$ cat src/rtl/layer_stream_driver.sv
// Host-side stream engine for an MVM layer block. It sends a captured N-element vector
// over the tx stream, collects M results from the rx stream and tracks their signed argmax.
module layer_stream_driver #(
   parameter int N     = 8,
   parameter int M     = 10,
   parameter int WIDTH = 16
) (
   input  logic                 clk,
   input  logic                 reset,
   input  logic                 start,
   input  logic [N*WIDTH-1:0]   vec_in,
   output logic                 busy,
   output logic                 done,
   output logic [M*WIDTH-1:0]   result,
   output logic [$clog2(M)-1:0] max_idx,
   output logic                 tx_valid,
   input  logic                 tx_ready,
   output logic [WIDTH-1:0]     tx_data,
   input  logic                 rx_valid,
   output logic                 rx_ready,
   input  logic [WIDTH-1:0]     rx_data
);

   localparam int CW_RAW = (N > M) ? $clog2(N) : $clog2(M);
   localparam int CW     = (CW_RAW < 1) ? 1 : CW_RAW;
   localparam int IW     = $clog2(M);

   typedef enum logic [1:0] {IDLE, SEND, RECV, DONE} state_t;

   state_t             state, state_next;
   logic [CW-1:0]      cnt, cnt_next, cnt_inc;
   logic [WIDTH-1:0]   vec_buf [N];
   logic [WIDTH-1:0]   vec_next [N];
   logic [WIDTH-1:0]   run_max, run_max_next;
   logic               busy_next, done_next, tx_valid_next, rx_ready_next;
   logic [WIDTH-1:0]   tx_data_next;
   logic [M*WIDTH-1:0] result_next;
   logic [IW-1:0]      max_idx_next;

   assign cnt_inc = cnt + CW'(1);

   always_ff @(posedge clk) begin
      if (reset) begin
         state    <= IDLE;
         cnt      <= '0;
         busy     <= 1'b0;
         done     <= 1'b0;
         tx_valid <= 1'b0;
         rx_ready <= 1'b0;
         tx_data  <= '0;
         result   <= '0;
         max_idx  <= '0;
         run_max  <= '0;
         for (int i = 0; i < N; i++) begin
            vec_buf[i] <= '0;
         end
      end else begin
         state    <= state_next;
         cnt      <= cnt_next;
         busy     <= busy_next;
         done     <= done_next;
         tx_valid <= tx_valid_next;
         rx_ready <= rx_ready_next;
         tx_data  <= tx_data_next;
         result   <= result_next;
         max_idx  <= max_idx_next;
         run_max  <= run_max_next;
         vec_buf  <= vec_next;
      end
   end

   // Every output is registered, so this block computes the value each register takes next.
   always_comb begin
      state_next    = state;
      cnt_next      = cnt;
      busy_next     = busy;
      done_next     = 1'b0;
      tx_valid_next = tx_valid;
      rx_ready_next = rx_ready;
      tx_data_next  = tx_data;
      result_next   = result;
      max_idx_next  = max_idx;
      run_max_next  = run_max;
      vec_next      = vec_buf;

      case (state)
         IDLE: begin
            if (start) begin
               for (int i = 0; i < N; i++) begin
                  vec_next[i] = vec_in[i*WIDTH +: WIDTH];
               end
               result_next   = '0;
               max_idx_next  = '0;
               run_max_next  = '0;
               cnt_next      = '0;
               busy_next     = 1'b1;
               tx_valid_next = 1'b1;
               tx_data_next  = vec_in[WIDTH-1:0];
               state_next    = SEND;
            end
         end

         SEND: begin
            if (tx_valid && tx_ready) begin
               if (cnt == CW'(N-1)) begin
                  tx_valid_next = 1'b0;
                  rx_ready_next = 1'b1;
                  cnt_next      = '0;
                  state_next    = RECV;
               end else begin
                  cnt_next = cnt_inc;
                  for (int i = 0; i < N; i++) begin
                     if (cnt_inc == CW'(i)) begin
                        tx_data_next = vec_buf[i];
                     end
                  end
               end
            end
         end

         RECV: begin
            if (rx_valid && rx_ready) begin
               for (int i = 0; i < M; i++) begin
                  if (cnt == CW'(i)) begin
                     result_next[i*WIDTH +: WIDTH] = rx_data;
                  end
               end
               // Strict greater-than leaves ties on the earlier index.
               if (cnt == '0 || $signed(rx_data) > $signed(run_max)) begin
                  run_max_next = rx_data;
                  for (int i = 0; i < M; i++) begin
                     if (cnt == CW'(i)) begin
                        max_idx_next = IW'(i);
                     end
                  end
               end
               if (cnt == CW'(M-1)) begin
                  rx_ready_next = 1'b0;
                  cnt_next      = '0;
                  done_next     = 1'b1;
                  state_next    = DONE;
               end else begin
                  cnt_next = cnt_inc;
               end
            end
         end

         DONE: begin
            busy_next  = 1'b0;
            state_next = IDLE;
         end

         default: begin
            state_next = IDLE;
         end
      endcase
   end

endmodule

$ cat config.mk
export PLATFORM = sky130hd
export DESIGN_NAME = layer_stream_driver
export DESIGN_NICKNAME = d
export VERILOG_FILES = /design/src/rtl/layer_stream_driver.sv
export SDC_FILE = /design/constraint.sdc
export NUM_CORES = 1
export LEC_CHECK = 0
export ABC_AREA = 1
export CORE_MARGIN = 8
export CORE_UTILIZATION = 50
export CTS_CLUSTER_SIZE = 40
export DETAILED_ROUTE_END_ITERATION = 10
export GPL_ROUTABILITY_DRIVEN = 1
export PLACE_DENSITY = 0.76
export SYNTH_ARGS = -nofsm -noshare
export SYNTH_HDL_FRONTEND = slang
export SYNTH_SLANG_ARGS = --single-unit
export TNS_END_PERCENT = 100
$ cat constraint.sdc
create_clock -name clk -period 2.7 [get_ports clk]
set_input_delay 0.27 -clock clk [delete_from_list [all_inputs] [get_ports clk]]
set_output_delay 0.27 -clock clk [all_outputs]
set_load 0.03 [all_outputs]
======== Word level (Yosys, flattened, before mapping) ========
Cells that the tools add are included.
Widths: inputs -> output; s select.
operators by class
  muxes and demuxes ....................... 65
  eq/ne operators ......................... 37
  bitwise logic cells ..................... 2
  $add $sub $neg .......................... 1
  order comparisons ....................... 1
  reduce and logical (&&, ||, !) cells .... 31
operators with widths
  kind                  count
  $mux 16               24
  $mux 160              2
  $pmux 160 s2          1
  $mux 4                17
  $pmux 16 s2           2
  $reduce_and 4->1      13
  $eq 4x3->1 const B    8
  $ne 2x2->1 const B    16
  $reduce_and 5->1      4
  $eq 4x2->1 const B    4
  $gt 16x16->1          1
  $pmux 4 s3            1
  $ne 11x11->1 const B  1
  $mux 2                5
  $ne 9x9->1 const B    1
  $eq 4x1->1 const B    2
  $eq 4x4->1 const B    2
  $logic_not 4->1       2
  $mux 1                8
  $pmux 2 s4            1
  $pmux 4 s2            1
  $reduce_bool 2->1     4
  $pmux 1 s2            3
  $add 4x1->4 const B   1
  other kinds (9)       13
storage, ports and cells
  register bits after elaboration ......... 334
  output and inout port bits .............. 184
  input port bits ......................... 149

======== Depth between registers and ports, before layout ========
  depth in word-level cells ............... 14
  gate-level depth with buffers ........... 17
  gate-level depth less buffers ........... 17

======== Worst setup path before layout ========
OpenSTA, ideal clock, no wires.
  path kind ............................... register to register
  start point ............................. register state[0]
  end point ............................... register run_max[10]
  stages on the path, launching flop included .. 15
  path slack .............................. 0.716 ns
  clock period less this slack ............ 1.984 ns
  arrival ................................. 1.867 ns
  buffers on the path ..................... 1
  library setup time ...................... 0.117 ns
  cell sequence ........................... dfxtp_1 inv_1 ha_1 inv_1 or2_2 nand2_1 nor2_4 inv_1 a31oi_1 nand2_1 nand2_1 inv_1 buf_4 a21oi_1 nor2_1
between the ends
  cells in the longest elaborated chain, start to end .. 3
  elaborated cells between the ends (all ways) .. 8
  those cells by class .................... 4 x eq/ne; 1 x mux; 3 x reduce/logical
ends and longest elaborated chain
  what                                                              RTL line  source
  start, declared                                                   30        state_t state, state_next;
  start signal, assigned                                            58        state <= state_next;
  $eq 2x2->1 or $logic_not 2->1 (tied branches)                     86        case (state)
  $ne 2x2->1 (no source line) or $reduce_bool 2->1 (tied branches)  n/a
  $reduce_and 4->1 (no source line)                                 n/a
  end signal, assigned                                              67        run_max <= run_max_next;
  end, declared                                                     34        logic [WIDTH-1:0] run_max, run_max_next;
Parallel ways exist; a longest one is shown, timed or not.
A chain may end at the register's enable or synchronous reset.

======== Final worst setup path ========
  start point ............................. register state[0]
  end point ............................... register result[23]
between the ends
  cells in the longest elaborated chain, start to end .. 3
  elaborated cells between the ends (all ways) .. 8
  those cells by class .................... 4 x eq/ne; 1 x mux; 3 x reduce/logical
ends and longest elaborated chain
  what                                                              RTL line  source
  $eq 2x2->1 or $logic_not 2->1 (tied branches)                     86
  $ne 2x2->1 (no source line) or $reduce_bool 2->1 (tied branches)  n/a
  $reduce_and 4->1 (no source line)                                 n/a
  end signal, assigned                                              65        result <= result_next;
  end, declared                                                     14        output logic [M*WIDTH-1:0] result,
Parallel ways exist; a longest one is shown, timed or not.

==> flow_metrics.env <==
export IMPL_vias=14010
export IMPL_fp_dieH_um=183.6
export IMPL_slowest_delay_ns=0.36
export IMPL_io_buffers=332
export IMPL_synth_nets=2112
export IMPL_grt_overflow=0
export IMPL_drt_iter0_markers=1133
export IMPL_cp_top_family="simple AND/OR/NAND/NOR gates"
export IMPL_worst_setup_path_type="flop to flop"
export IMPL_synth_cells=1936
export IMPL_wl_met2_um=22470
export IMPL_status="complete, no violations"
export IMPL_fp_row_count=61
export IMPL_clk_latency_ns=0.52
export IMPL_hold_buffers=0
export IMPL_cts_clk_slew_worst_paths_ns=0.06
export IMPL_critPathLaunchType="flop"
export IMPL_min_period_ns=2.495
export IMPL_grt_use_total_pct=27.70
export IMPL_powerDensity_nw_per_um2=1161
export IMPL_drv_slew=0
export IMPL_root_buffer="clkbuf_16"
export IMPL_clkPwrFrac_pct=23.6
export IMPL_synth_ff_type="dfxtp_1"
export IMPL_clock_skew_ns=0.02198
export IMPL_cap_violations=0
export IMPL_synth_distinct_cells=28
export IMPL_gp_congestion=0.8699
export IMPL_setup_viol=0
export IMPL_grt_pass1_wl_um=74570
export IMPL_post_route_period_util_pct=92.40
export IMPL_grt_pass1_vias=13620
export IMPL_worstPathRequired_ns=3.07
export IMPL_clockBufferDepth=3
export IMPL_ys_async_sr_fraction_pct=0
export IMPL_core_area_um2=27710
export IMPL_htreeDepth=2
export IMPL_clock_sinks=334
export IMPL_irDropWorstVdd_v=0.0007547
export IMPL_swShare_pct=41.62
export IMPL_ioPinCount=333
export IMPL_hp_class="input pin to flop"
export IMPL_routedWlPerCell_um=18.75
export IMPL_synth_area_um2=14040
export IMPL_tns_ns=0
export IMPL_switchingPower_w=0.009127
export IMPL_power_internal_w=0.01280
export IMPL_pwr_share_comb_pct=44.0
export IMPL_critical_path_slowest_cell="clkinvlp_4"
export IMPL_fmax_mhz=400.8
export IMPL_synth_area_leader_cell="dfxtp_1"
export IMPL_viasPerCell=5.378
export IMPL_grt_max_degree=161
export IMPL_drt_wl_total_um=48830
export IMPL_cts_setup_buffers=0
export IMPL_nets=2376
export IMPL_yosys_warnings=0
export IMPL_final_layout_size_suffix_gt1_share_pct=5.031
export IMPL_dieWidth_um=183.6
export IMPL_syn_area_per_cell_um2=7.254
export IMPL_final_fill_count=2351
export IMPL_netlist_area_leader_share_pct=47.61
export IMPL_tritoncts="built"
export IMPL_hold_viol=0
export IMPL_yosys_top_cells_count="dfxtp_1, o21ai_0, nand2_1, nor2_1, a21oi_1"
export IMPL_fin_hold_ws_ns=0.2626
export IMPL_slew_headroom_pct=34.54
export IMPL_path_buf_inv=3
export IMPL_end_kind="flop"
export IMPL_cts_made_buffers=36
export IMPL_drc_errors=0
export IMPL_reg2reg_slack_ns=0.21
export IMPL_synth_edf_count=0
export IMPL_seq_area_frac_synth_pct=47.61
export IMPL_start_util_pct=50.69
export IMPL_wl_met3_um=5618
export IMPL_dr_pass1_iters=5
export IMPL_p_leak_nw=7.794
export IMPL_tightest_slew_ns=0.9808
export IMPL_p_seq_share_pct=32.4
export IMPL_crit_arrival_ns=2.86
export IMPL_crit_fanout=16
export IMPL_synth_seq_cells=334
export IMPL_wl_met1_um=19220
export IMPL_rsz0062_at_grt="no"
export IMPL_crit_chain="inv_1 > ha_1 > inv_1 > or2_2 > nand2_1 > nor2_4 > nand2_1 > clkinvlp_4 > o21ai_0 > a21oi_1"
export IMPL_postRouteAntennaNets=0
export IMPL_area_growth_pct=34.51
export IMPL_synth_most_common_cell="dfxtp_1"
export IMPL_cts_resized=0
export IMPL_hpwl_um=33210
export IMPL_antenna_found_initial=2
export IMPL_utilization_pct=68.18
export IMPL_ys_top_cells_by_area="dfxtp_1, o21ai_0, a21oi_1, nand2_1, nor2_1"
export IMPL_top_layer="met5"
export IMPL_dieArea_um2=33710
layout by cell type (no fill, tap or decap), drive strengths merged:
master / Yosys / layout
clkinvlp: 0 / 11
o211ai: 1 / 1
a21oi: 231 / 231
inv: 219 / 214
clkdlybuf4s50: 0 / 331
nand2: 285 / 285
bufinv: 0 / 4
o21ai: 332 / 332
o21a: 1 / 1
a22oi: 1 / 1
clkbuf: 113 / 53
diode: 0 / 1
dfxtp: 334 / 334
buf: 22 / 27
ha: 27 / 27
clkinv: 1 / 5
a211oi: 48 / 48
or2: 2 / 2
nor2: 243 / 243
nor3: 3 / 3
a31oi: 1 / 1
nand3: 36 / 36
nand4: 35 / 35
nor4: 1 / 1
final timing paths:
kind                     from  cells after the start           to
setup / recovery     state[0]                     10   result[23]
hold / removal          reset                      4   max_idx[0]
setup reg to reg     state[0]                     10   result[23]
hold reg to reg   vec_buf[23]                      2  vec_buf[23]
state kept, by name (all words and copies together), names as in the netlist:
name,count
tx_valid,1
state,2
result,160
busy,1
run_max,16
vec_buf,128
tx_data,16
rx_ready,1
max_idx,4
cnt,4
done,1
per-stage QoR:
| step | power [W] | setup slack, ns | cells | area [um^2] |
|---|---|---|---|---|
| 3_3_place_gp | 0.01630 | 0.2660 | 2537 | 17580 |
| 5_1_grt | 0.02323 | 0.002506 | 2605 | 18890 |
| 4_1_cts | 0.02177 | 0.1429 | 2601 | 18840 |
| 2_1_floorplan | 0.01307 | 0.7164 | 1936 | 14040 |
| 6_report | 0.02193 | 0.2052 | 2605 | 18890 |
| 3_5_place_dp | 0.01654 | 0.1849 | 2537 | 17580 |
area by class of cell:
cell class              instances  area [um^2]  share of cell area [%]
clock inverters                11        171.4                  0.9075
multi-input cells            1247         6017                   31.85
clock buffers                  53         1087                   5.756
inverters                     220        853.3                   4.517
repair buffers                358         3576                   18.93
repair inverters                3        22.52                  0.1192
flip-flops and latches        334         6686                   35.40
well taps                     378        473.0                   2.504
diodes                          1        2.502                 0.01325
power groups by stage:
stage	Combinational [W]	Sequential (W)	Clock, W
2_1_floorplan	0.00453	0.00854	0
3_3_place_gp	0.00919	0.00712	0
3_5_place_dp	0.00938	0.00716	0
4_1_cts	0.00945	0.00709	0.00523
5_1_grt	0.0105	0.00724	0.00544
6_report	0.00964	0.00710	0.00518
cells by family (layout without fill, tap and decap cells):
kind of cell | Yosys count | count (layout) | share of synthesized area [%]
other | 0 | 1 | 0
AND/OR/NAND/NOR | 605 | 605 | 17.48
adder cells (fa/ha/maj) | 27 | 27 | 2.406
flip-flops | 334 | 334 | 47.61
AO/OA/AOI/OAI | 615 | 615 | 22.84
buffers and inverters | 355 | 645 | 9.667
worst min-delay path, stage by stage:
cell and delay (ns):
buf_2 0.13, inv_6 0.16, nand2_1 0.12, nor2_1 0.03
per-layer routing:
layer / up-vias / global-route usage (%)
li1: 6852 / -
met1: 6552 / 32.43
met2: 526 / 44.72
met3: 77 / 11.84
met4: 2 / 10.02
met5: - / 0
(Power assumes the default switching activity.)
